`config.mk`:
```
export PLATFORM = sky130hd
export DESIGN_NAME = traffic_light_monitor
export DESIGN_NICKNAME = d
export VERILOG_FILES = /design/src/rtl/traffic_light_monitor.sv
export SDC_FILE = /design/constraint.sdc
export NUM_CORES = 1
export LEC_CHECK = 0
export BUFFER_PORTS_ARGS = -buffer_cell sky130_fd_sc_hd__buf_2
export CAP_MARGIN = 20
export CORE_ASPECT_RATIO = 1.1
export CORE_UTILIZATION = 59
export DETAILED_ROUTE_END_ITERATION = 8
export PLACE_DENSITY = 0.84
export SLEW_MARGIN = 10
export SYNTH_ARGS = -nofsm -noshare
export SYNTH_HDL_FRONTEND = slang
export SYNTH_SLANG_ARGS = --single-unit
export TNS_END_PERCENT = 50
```
`constraint.sdc`:
```
create_clock -name clk -period 3.6 [get_ports clk]
set_clock_uncertainty 0.15 [all_clocks]
set_input_delay 0 -clock clk [delete_from_list [all_inputs] [get_ports clk]]
set_output_delay 0 -clock clk [all_outputs]
set_load 0.02 [all_outputs]
```
`src/rtl/traffic_light_monitor.sv`:
```
// traffic_light_monitor
//   Passive checker for a Red/Green/Yellow lamp interface. It decodes the
//   current phase from the lamp lines, measures how long each phase lasts,
//   checks phase order and duration limits, and counts completed light cycles.
//   It never drives the lamps.
//
// Ports
//   clk          in   rising-edge clock
//   reset        in   synchronous, active-high; discards all history
//   Red/Green/Yellow in lamp lines, synchronous to clk
//   clear        in   synchronous clear of the sticky error flags
//   phase        out  00 none/unsynced, 01 red, 10 green, 11 yellow
//   last_dur     out  duration of the most recently completed phase
//   dur_valid    out  one-cycle pulse when last_dur updates
//   cycle_count  out  completed legal Yellow->Red transitions (wraps)
//   err_onehot   out  sticky: lamp code not exactly one-hot
//   err_seq      out  sticky: illegal phase transition
//   err_time     out  sticky: phase duration outside its legal window
//   err_any      out  OR of the sticky flags (combinational)
module traffic_light_monitor #(
  parameter int CNT_W = 8,
  parameter int CYC_W = 16,
  parameter int R_MIN = 4,
  parameter int R_MAX = 16,
  parameter int G_MIN = 4,
  parameter int G_MAX = 16,
  parameter int Y_MIN = 1,
  parameter int Y_MAX = 8
) (
  input  logic             clk,
  input  logic             reset,
  input  logic             Red,
  input  logic             Green,
  input  logic             Yellow,
  input  logic             clear,
  output logic [1:0]       phase,
  output logic [CNT_W-1:0] last_dur,
  output logic             dur_valid,
  output logic [CYC_W-1:0] cycle_count,
  output logic             err_onehot,
  output logic             err_seq,
  output logic             err_time,
  output logic             err_any
);

  typedef enum logic [1:0] {
    PH_NONE = 2'b00,
    PH_RED  = 2'b01,
    PH_GRN  = 2'b10,
    PH_YEL  = 2'b11
  } phase_e;

  phase_e           phase_q, phase_d;
  logic [CNT_W-1:0] dur_q, dur_d;
  logic [CNT_W-1:0] last_dur_q, last_dur_d;
  logic             dur_valid_q, dur_valid_d;
  logic [CYC_W-1:0] cycle_count_q, cycle_count_d;
  logic             first_q, first_d;
  logic             err_onehot_q, err_onehot_d;
  logic             err_seq_q, err_seq_d;
  logic             err_time_q, err_time_d;

  logic             code_ok;
  phase_e           code_ph;
  logic             set_onehot, set_seq, set_time;

  function automatic logic [CNT_W-1:0] ph_min(input phase_e p);
    case (p)
      PH_RED:  return CNT_W'(R_MIN);
      PH_GRN:  return CNT_W'(G_MIN);
      PH_YEL:  return CNT_W'(Y_MIN);
      default: return '0;
    endcase
  endfunction

  function automatic logic [CNT_W-1:0] ph_max(input phase_e p);
    case (p)
      PH_RED:  return CNT_W'(R_MAX);
      PH_GRN:  return CNT_W'(G_MAX);
      PH_YEL:  return CNT_W'(Y_MAX);
      default: return '1;
    endcase
  endfunction

  // Only successor reachable without an order error.
  function automatic phase_e legal_next(input phase_e p);
    case (p)
      PH_RED:  return PH_GRN;
      PH_GRN:  return PH_YEL;
      default: return PH_RED;
    endcase
  endfunction

  function automatic logic [CNT_W-1:0] sat_inc(input logic [CNT_W-1:0] d);
    return (d == '1) ? d : d + CNT_W'(1);
  endfunction

  assign code_ok = $onehot({Red, Green, Yellow});
  assign code_ph = Red ? PH_RED : (Green ? PH_GRN : PH_YEL);

  always_comb begin
    phase_d       = phase_q;
    dur_d         = dur_q;
    last_dur_d    = last_dur_q;
    dur_valid_d   = 1'b0;
    cycle_count_d = cycle_count_q;
    first_d       = first_q;
    set_onehot    = 1'b0;
    set_seq       = 1'b0;
    set_time      = 1'b0;

    if (!code_ok) begin
      set_onehot = 1'b1;
      phase_d    = PH_NONE;
      dur_d      = '0;
      first_d    = 1'b1;
    end else if (code_ph == phase_q) begin
      // Flag an overrun as soon as the phase outlives its maximum, rather
      // than waiting for it to end.
      if (!first_q && (dur_q == ph_max(phase_q)))
        set_time = 1'b1;
      dur_d = sat_inc(dur_q);
    end else if (phase_q == PH_NONE) begin
      phase_d = code_ph;
      dur_d   = CNT_W'(1);
    end else begin
      last_dur_d  = dur_q;
      dur_valid_d = 1'b1;
      if (code_ph != legal_next(phase_q))
        set_seq = 1'b1;
      // The phase seen right after sync may be partial, so it is not timed.
      if (!first_q && ((dur_q < ph_min(phase_q)) || (dur_q > ph_max(phase_q))))
        set_time = 1'b1;
      if ((phase_q == PH_YEL) && (code_ph == PH_RED))
        cycle_count_d = cycle_count_q + CYC_W'(1);
      phase_d = code_ph;
      dur_d   = CNT_W'(1);
      first_d = 1'b0;
    end

    // New events win over a coincident clear.
    err_onehot_d = (err_onehot_q & ~clear) | set_onehot;
    err_seq_d    = (err_seq_q    & ~clear) | set_seq;
    err_time_d   = (err_time_q   & ~clear) | set_time;
  end

  always_ff @(posedge clk) begin
    if (reset) begin
      phase_q       <= PH_NONE;
      dur_q         <= '0;
      last_dur_q    <= '0;
      dur_valid_q   <= 1'b0;
      cycle_count_q <= '0;
      first_q       <= 1'b1;
      err_onehot_q  <= 1'b0;
      err_seq_q     <= 1'b0;
      err_time_q    <= 1'b0;
    end else begin
      phase_q       <= phase_d;
      dur_q         <= dur_d;
      last_dur_q    <= last_dur_d;
      dur_valid_q   <= dur_valid_d;
      cycle_count_q <= cycle_count_d;
      first_q       <= first_d;
      err_onehot_q  <= err_onehot_d;
      err_seq_q     <= err_seq_d;
      err_time_q    <= err_time_d;
    end
  end

  assign phase       = phase_q;
  assign last_dur    = last_dur_q;
  assign dur_valid   = dur_valid_q;
  assign cycle_count = cycle_count_q;
  assign err_onehot  = err_onehot_q;
  assign err_seq     = err_seq_q;
  assign err_time    = err_time_q;
  assign err_any     = err_onehot_q | err_seq_q | err_time_q;

endmodule
```
After elaboration in Yosys (flattened, before gate mapping)
Index checks and enable logic that the tools add are counted.
- output and inout bits: 31
- register bits: 39
- multiplexer cells: 29
- reductions and logical operators: 13
- $lt $le $gt $ge: 2
- bitwise logic cells: 12
- add/sub/neg operators: 4
- equality and inequality tests: 10
- operator list (cell ; number):
    2-to-1 mux 8 bit ; 8
    adder 16 x 1 -> 16 bit, second input constant ; 1
    case mux 8 bit (2 select lines) ; 1
    2-to-1 mux 1 bit ; 14
    adder 8 x 1 -> 8 bit, second input constant ; 1
    equality test 8 bit ; 1
    equality test 8 bit, second input constant ; 1
    > comparator 8 bit ; 1
    less-than comparator 8 bit ; 1
    2-to-1 mux 2 bit ; 4
    equality test 2 x 1 -> 1 bit, second input constant ; 3
    case mux 3 bit (2 select lines) ; 1
    OR reduction 3 bit ; 2
    bitwise OR 1 bit ; 5
    equality test 2 bit, second input constant ; 2
    NOT 1 bit ; 4
    case mux 2 bit (2 select lines) ; 1
    AND reduction 4 bit ; 1
    OR reduction 2 bit ; 2
    AND 1 bit ; 3
    logical AND 1 bit ; 3
    AND reduction 3 bit ; 1
    adder 1 x 1 -> 2 bit ; 1
    adder 2 x 1 -> 2 bit ; 1
    other kinds (7) ; 7

Logic depth before layout (Yosys ltp)
Gate-level depths: netlist of the first run.
- word-level depth: 14
- gate-level depth with buffers: 10

Worst setup path after synthesis of the first run
Ideal clock, no wire load.
- path kind: register -> register
- from: register phase_q[0] (netlist: phase[0])
- to: register err_time_q (netlist: err_time)
- buffers on the path: 0
- library setup time: 0.069 ns
- data required time: 3.381 ns
- setup slack: 1.206 ns
- stages on the path, launching flop included: 10
- arrival time: 2.176 ns
- period minus slack after synthesis: 2.394 ns
- cells stage by stage: dfxtp_1 -> inv_1 -> ha_1 -> inv_1 -> ha_1 -> or4_4 -> a2111oi_4 -> nor2_2 -> o2111a_1 -> o21ai_1
- word-level cells in the longest chain between the ends: 14
- elaborated cells between the ends (all ways): 28
- ends and longest elaborated chain (item ; line ; source):
    start, declared ; 53 ; phase_e phase_q, phase_d;
    start signal, assigned ; 159 ; phase_q <= phase_d;
    equality test 2 bit / equality test 2 x 1 -> 1 bit (equally long branches) ; 68, 77 ;
    OR reduction 2 bit (no source line) ; -- ;
    case mux 3 bit (2 select lines) / case mux 8 bit (2 select lines) (equally long branches) ; 68, 77 ;
    2-to-1 mux 8 bit ; 123 ; end else if (phase_q == PH_NONE) begin
    2-to-1 mux 8 bit ; 117 ; end else if (code_ph == phase_q) begin
    2-to-1 mux 8 bit ; 112 ; if (!code_ok) begin
    less-than comparator 8 bit / > comparator 8 bit (equally long branches) ; 132 ; if (!first_q && ((dur_q < ph_min(phase_q)) || (dur_q > ph_max(phase_q))))
    logical OR 1 bit ; 132 ;
    logical AND 1 bit ; 132 ;
    2-to-1 mux 1 bit ; 132 ;
    2-to-1 mux 1 bit ; 123 ;
    2-to-1 mux 1 bit * ; 117 ;
    2-to-1 mux 1 bit * ; 112 ;
    bitwise OR 1 bit * ; 144 ; err_time_d = (err_time_q & ~clear) | set_time;
    end signal, assigned ; 167 ; err_time_q <= err_time_d;
    end, declared ; 61 ; logic err_time_q, err_time_d;
Every way passes the cells marked *; elsewhere a longest branch is shown, timed or not. The select of a mux whose other input is x is not followed.
A chain may end at the register's enable or synchronous reset.

Worst setup path in the final report of the first run
- from: input port Red
- to: register err_seq_q (netlist: err_seq)
- word-level cells in the longest chain between the ends: 7
- elaborated cells between the ends (all ways): 10
- ends and longest elaborated chain (item ; line ; source):
    start, declared ; 32 ; input logic Red,
    2-to-1 mux 2 bit * ; 99 ; assign code_ph = Red ? PH_RED : (Green ? PH_GRN : PH_YEL);
    via code_ph[1] ; 64 ; phase_e code_ph;
    != test 2 bit ; 129 ; if (code_ph != legal_next(phase_q))
    2-to-1 mux 1 bit ; 129 ;
    2-to-1 mux 1 bit ; 123 ;
    2-to-1 mux 1 bit * ; 117 ;
    2-to-1 mux 1 bit * ; 112 ;
    bitwise OR 1 bit * ; 143 ; err_seq_d = (err_seq_q & ~clear) | set_seq;
    end signal, assigned ; 166 ; err_seq_q <= err_seq_d;
    end, declared ; 60 ; logic err_seq_q, err_seq_d;
The timed path passes the listed nets; every way through them passes the cells marked *.

==> flow_summary_export.csv, run 1 <==
group,metric,value,unit
clock_network,cts_sinks,39,
timing,max_slew_margin,0.6364,
cells_and_area,num_antenna_cells,0,
yosys,synth-main-ff-cell,"dfxtp_1",
clock_network,htree_levels,2,
cells_and_area,num-fill-cells,234,
timing,timing.final.ws_setup,0.7700,ns
yosys,avgSynthCellArea,8.879,um2
timing,timing.fmax,353.4,MHz
timing,grt_setup_unrepaired,"no",
cells_and_area,area_growth,15.08,%
cells_and_area,layout-drive-gt1-share,0.2074,
yosys,synthArstFlopShare,0,
setup_path,crit_fanout,9,
cells_and_area,final_common_cell,"dfxtp_1",
setup_path,crit_required,3.75,ns
setup_path,crit_chain,"dlygate4sd3_1 -> buf_2 -> inv_1 -> fa_1 -> nand2b_1 -> nor3_1 -> buf_4 -> o311ai_0 -> a21oi_1 -> dlygate4sd3_1",
power,pwr-share-comb,0.102,
power,p_clk_frac,0.301,
place,dp_slack,1.175,ns
timing,final_hold_viol_count,0,
setup_path,critical-path-top-delay-family,"buffers and inverters",
clock_network,clkLatencyLatePin,0.35,ns
global_route,antenna_found_initial,0,
power,power.density,317.5,nW/um2
cells_and_area,nets,289,
global_route,grt_pass1_wl,7665,um
floorplanning,num_rows,21,
timing,setup_viol,0,
yosys,ys_ff_latch,39,
yosys,ys_warn_count,0,
yosys,synth_area,2024,um2
floorplanning,die_y,63.44,um
route,drc,3,
route,wl_per_cell,14.55,um
route,dr.pass1.iters,6,
place,placed_cell_area,2216,um2
floorplanning,pin_count,37,
timing,min_period,2.830,ns
global_route,grt_max_degree,30,
floorplanning,start_util,0.6421,
clock_network,post_cts_buffers,0,
cells_and_area,fin_area,2330,um2
clock_network,clockBufferDepth,2,
route,vias,1746,
setup_path,start_kind,"input pin",
timing,fin_tns_setup,0,ns
setup_path,critical_path_class,"in2reg",
timing,drv_slew,0,
clock_network,cts.clk_slew.worst_paths,0.12,ns
global_route,grt_pass1_vias,1737,
floorplanning,die_area,3670,um2
clock_network,cts_buffers,5,
setup_path,cp_common_cell,"dlygate4sd3_1",
setup_path,slowest_stage,"dlygate4sd3_1",
global_route,track_usage,0.2690,
yosys,synth.distinct_cells,44,
power,power,739.7,uW
yosys,synth_edf_count,0,
global_route,gr-total-overflow,0,
setup_path,path_buf_inv,5,
outcome,violations,"design-rule violations",
power,p_sw,197.2,uW
power,power_frac_seq,0.597,
power,internal_power,542.5,uW
route,via_per_inst,5.743,
setup_path,cp_slowest_stage_delay,0.55,ns
power,p_leak,0.9735,nW
yosys,seq_area_frac_synth,0.3857,
worst_hold_path,holdCritPathClass,"in2reg",
run,drv_cap,0,
power,ir_drop,0.1817,mV
clock_network,cts_tree,"yes",
setup_path,arrival,2.98,ns
route,ant_nets,0,
route,drtIter0Drc,122,
cells_and_area,layout.cells.non_filler,304,
yosys,synth_nets,248,
place,gp_congestion,0.9418,
place,portBuffers,36,
timing,period_share,0.7861,
floorplanning,core_region_area,3153,um2
yosys,syn_inst,228,
outcome,outcome,"finished with violations",
timing,tightest_slew,0.5454,ns
route,postRouteWirelength,4423,um
setup_path,critPathCaptureType,"flip-flop",
cells_and_area,layout_common_cells,"dfxtp_1, buf_2, nor2_1, xnor2_1, ha_1",
place,place_inst,290,
clock_network,cts-root-buf,"clkbuf_4",
floorplanning,die-width,57.85,um
clock_network,post_cts_resized,0,
power,netSwitchingFraction,0.2666,
place,dpl.hpwl,3052,um
==> synthesized netlist by cell type (2+ instances only) <==
cell type	count	area share
nand3_1	9	0.022
buf_2	4	0.0099
o21ai_0	5	0.012
nand4_1	5	0.015
ha_1	13	0.080
mux2i_1	9	0.045
inv_1	12	0.022
nor2_1	34	0.063
or3_1	4	0.012
a31oi_1	2	0.0062
nor3b_1	2	0.0074
a21oi_1	10	0.025
nand2_1	11	0.020
xor2_1	5	0.022
clkbuf_1	5	0.0093
nor3_1	10	0.025
or2_2	2	0.0062
and3_1	4	0.012
dfxtp_1	39	0.39
xnor2_1	16	0.069
nor4_1	2	0.0062
nand2b_1	3	0.0093
==> power groups by stage <==
stage	logic [mW]	registers, mW	clock network, mW
after floorplan	0.0510	0.452	0
after global placement	0.0678	0.450	0
after detailed placement	0.0694	0.451	0
after CTS	0.0740	0.441	0.226
after global routing	0.0840	0.442	0.250
final	0.0754	0.441	0.223
==> flip-flops by register name, indices dropped and copies added, names as in the netlist <==
name	flops
first_q	1
cycle_count	16
phase	2
last_dur	8
err_onehot	1
dur_valid	1
dur_q	8
err_time	1
err_seq	1
==> through the flow <==
step / utilization / hold slack (ns)
6_report: 0.7389 / 0.1643
5_1_grt: 0.7389 / 0.1877
4_1_cts: 0.7389 / 0.1155
3_5_place_dp: 0.7028 / 0.1122
3_3_place_gp: 0.7028 / 0.1098
2_1_floorplan: - / -0.05809
==> kinds of logic (layout without fill, tap and decap cells) <==
kind of cell | count (synthesis) | in the layout | synth area share
compound gates | 27 | 27 | 0.09456
xor+xnor | 21 | 21 | 0.09085
fa+ha+maj | 14 | 14 | 0.09024
buf+inv | 21 | 63 | 0.04141
flops | 39 | 39 | 0.3857
mux | 9 | 9 | 0.04450
simple gates | 97 | 97 | 0.2528
==> path summary, 6_finish.rpt <==
kind / end / depth (start not counted) / startpoint / slack, ns
setup / recovery: err_seq / 10 / Red / 0.77
hold reg to reg: first_q / 2 / first_q / 0.36
setup reg to reg: err_seq / 7 / phase[0] / 1.05
hold / removal: dur_valid / 5 / Yellow / 0.16
==> metal layers <==
| metal | global-route usage | vias to the layer above | part of all wire |
|---|---|---|---|
| met2 | 0.4670 | 45 | 0.51 |
| li1 | - | 872 | - |
| met3 | 0.06160 | 9 | 0.047 |
| met4 | 0.1042 | 0 | 0.012 |
| met1 | 0.3145 | 820 | 0.43 |
| met5 | 0 | - | 0 |
==> worst register-to-register path, delay by kind of cell, from the launching register on <==
kind / cells / cell delay, ns
fa+ha+maj: 1 / 0.34
flops: 1 / 0.50
simple gates: 1 / 0.28
buf+inv: 3 / 0.91
compound gates: 2 / 0.32
==> area by class of cell <==
| cell class | count | area, um2 | share of cell area |
|---|---|---|---|
| clock inverters | 2 | 12.51 | 0.005371 |
| well taps | 34 | 42.54 | 0.01826 |
| clock buffers | 6 | 41.29 | 0.01772 |
| inverters | 12 | 45.04 | 0.01933 |
| multi-input cells | 168 | 1160 | 0.4979 |
| repair buffers | 43 | 247.7 | 0.1063 |
| flip-flops and latches | 39 | 780.7 | 0.3351 |
==> what timing repair did <==
item                                    CTS  global route
hold endpoints to repair                 26             0
hold buffers                              6             0
endpoints found under the setup margin    0             0
(Power assumes the default switching activity.)
==> run 2, diff against run 1 <==
- CORE_UTILIZATION: 59 -> 55
- PLACE_DENSITY: 0.84 -> 0.79
- clock period: 3.6 -> 2.9 ns (I/O delays scaled with it)
==> run 2 against run 1 <==
Compared with the run above: sequential power is 24% higher; largest power group unchanged; register-to-register slack worse by 0.61 ns; flip-flop and latch count stayed put; setup slack worse by 0.49 ns; the run now ends clean; clock power is 100% higher.
==> flow_summary_export.csv, run 2 (synthesized netlist as in run 1, its figures left out) <==
group,metric,value,unit
setup_path,arrival,2.77,ns
global_route,antenna_found_initial,0,
floorplanning,die_area,3928,um2
timing,min_period,2.624,ns
place,place_inst,304,
clock_network,cts.clk_slew.worst_paths,0.12,ns
cells_and_area,num_antenna_cells,0,
place,dpl.hpwl,3094,um
floorplanning,core_region_area,3413,um2
timing,tightest_slew,0.5437,ns
power,power.density,456.8,nW/um2
global_route,track_usage,0.2524,
clock_network,clockBufferDepth,2,
clock_network,clkLatencyLatePin,0.35,ns
timing,fin_tns_setup,0,ns
clock_network,cts_buffers,5,
route,dr.pass1.iters,4,
floorplanning,die-width,59.85,um
timing,timing.fmax,381.1,MHz
clock_network,post_cts_resized,0,
floorplanning,num_rows,22,
power,ir_drop,0.2728,mV
cells_and_area,layout.cells.non_filler,318,
timing,hold_slack,0.1744,ns
route,vias,1768,
clock_network,htree_levels,2,
worst_hold_path,holdCritPathClass,"in2reg",
cells_and_area,layout-drive-gt1-share,0.2074,
clock_network,cts_hold_buf,6,
floorplanning,pin_count,37,
timing,drv_slew,0,
timing,grt_setup_unrepaired,"no",
setup_path,crit_fanout,8,
floorplanning,die_y,65.63,um
clock_network,post_cts_buffers,0,
timing,period_share,0.9048,
cells_and_area,nets,289,
run,drv_cap,0,
cells_and_area,layout_common_cells,"dfxtp_1, buf_2, nor2_1, xnor2_1, ha_1",
power,p_leak,0.9977,nW
route,wl_per_cell,13.97,um
setup_path,crit_required,3.05,ns
route,via_per_inst,5.560,
timing,max_slew_margin,0.6375,
place,portBuffers,36,
global_route,grt_max_degree,30,
clock_network,cts_tree,"yes",
route,ant_nets,0,
route,postRouteWirelength,4443,um
cells_and_area,final_common_cell,"dfxtp_1",
timing,setup_viol,0,
setup_path,critical_path_class,"in2reg",
cells_and_area,area_growth,18.29,%
place,gp_congestion,0.8704,
cells_and_area,largest_reg_flops,16,
setup_path,start_kind,"input pin",
timing,timing.final.ws_setup,0.2761,ns
outcome,outcome,"finished clean",
timing,final_hold_viol_count,0,
clock_network,cts-root-buf,"clkbuf_4",
clock_network,cts_sinks,39,
global_route,gr-total-overflow,0,
route,drc,0,
route,drtIter0Drc,107,
global_route,grt_pass1_wl,7424,um
floorplanning,start_util,0.5931,
setup_path,critPathCaptureType,"flip-flop",
global_route,grt_pass1_vias,1720,
place,dp_slack,0.5051,ns
## run 2: stage by stage
step / power, mW / area (um2) / utilization
after global placement: 0.6435 / 2233 / 0.6543
after CTS: 1.100 / 2395 / 0.7016
after detailed placement: 0.6471 / 2233 / 0.6543
after global routing: 1.132 / 2395 / 0.7016
after floorplan: 0.6243 / 2024 / -
final: 1.094 / 2395 / 0.7016
## run 2: worst max-delay path: stages
cell           delay (ns)
dlygate4sd3_1        0.52
buf_2                0.21
inv_1                0.13
fa_1                 0.50
nand2b_1             0.21
nor3_1               0.27
o311ai_0             0.20
a21oi_1              0.16
dlygate4sd3_1        0.57
## run 2: area by class of cell
type,instances,area [um2]
Clock inverter,2,60.06
Fill cell,290,1018
Inverter,12,45.04
Tap cell,48,60.06
Timing Repair Buffer,43,247.7
Multi-Input combinational cell,168,1160
Clock buffer,6,41.29
Sequential cell,39,780.7
## run 2: routing by layer
| metal | track usage | up-vias | wire length [um] |
|---|---|---|---|
| li1 | - | 880 | - |
| met1 | 0.2852 | 819 | 1879 |
| met2 | 0.4444 | 57 | 2201 |
| met3 | 0.05906 | 12 | 249 |
| met4 | 0.1047 | 0 | 112 |
| met5 | 0 | - | 0 |
## run 2: path summary, 6_finish.rpt
path | cells after the start | from | endpoint | slack (ns)
max | 9 | Red | err_seq | 0.28
min reg2reg | 2 | last_dur[1] | last_dur[1] | 0.36
min | 5 | Yellow | dur_valid | 0.17
max reg2reg | 9 | phase[0] | err_time | 0.44
## run 2: power breakdown
| part | switching [mW] | internal [mW] | total, mW |
|---|---|---|---|
| registers | 0.00756 | 0.541 | 0.548 |
| clock network | 0.182 | 0.269 | 0.451 |
| logic | 0.0547 | 0.0396 | 0.0943 |
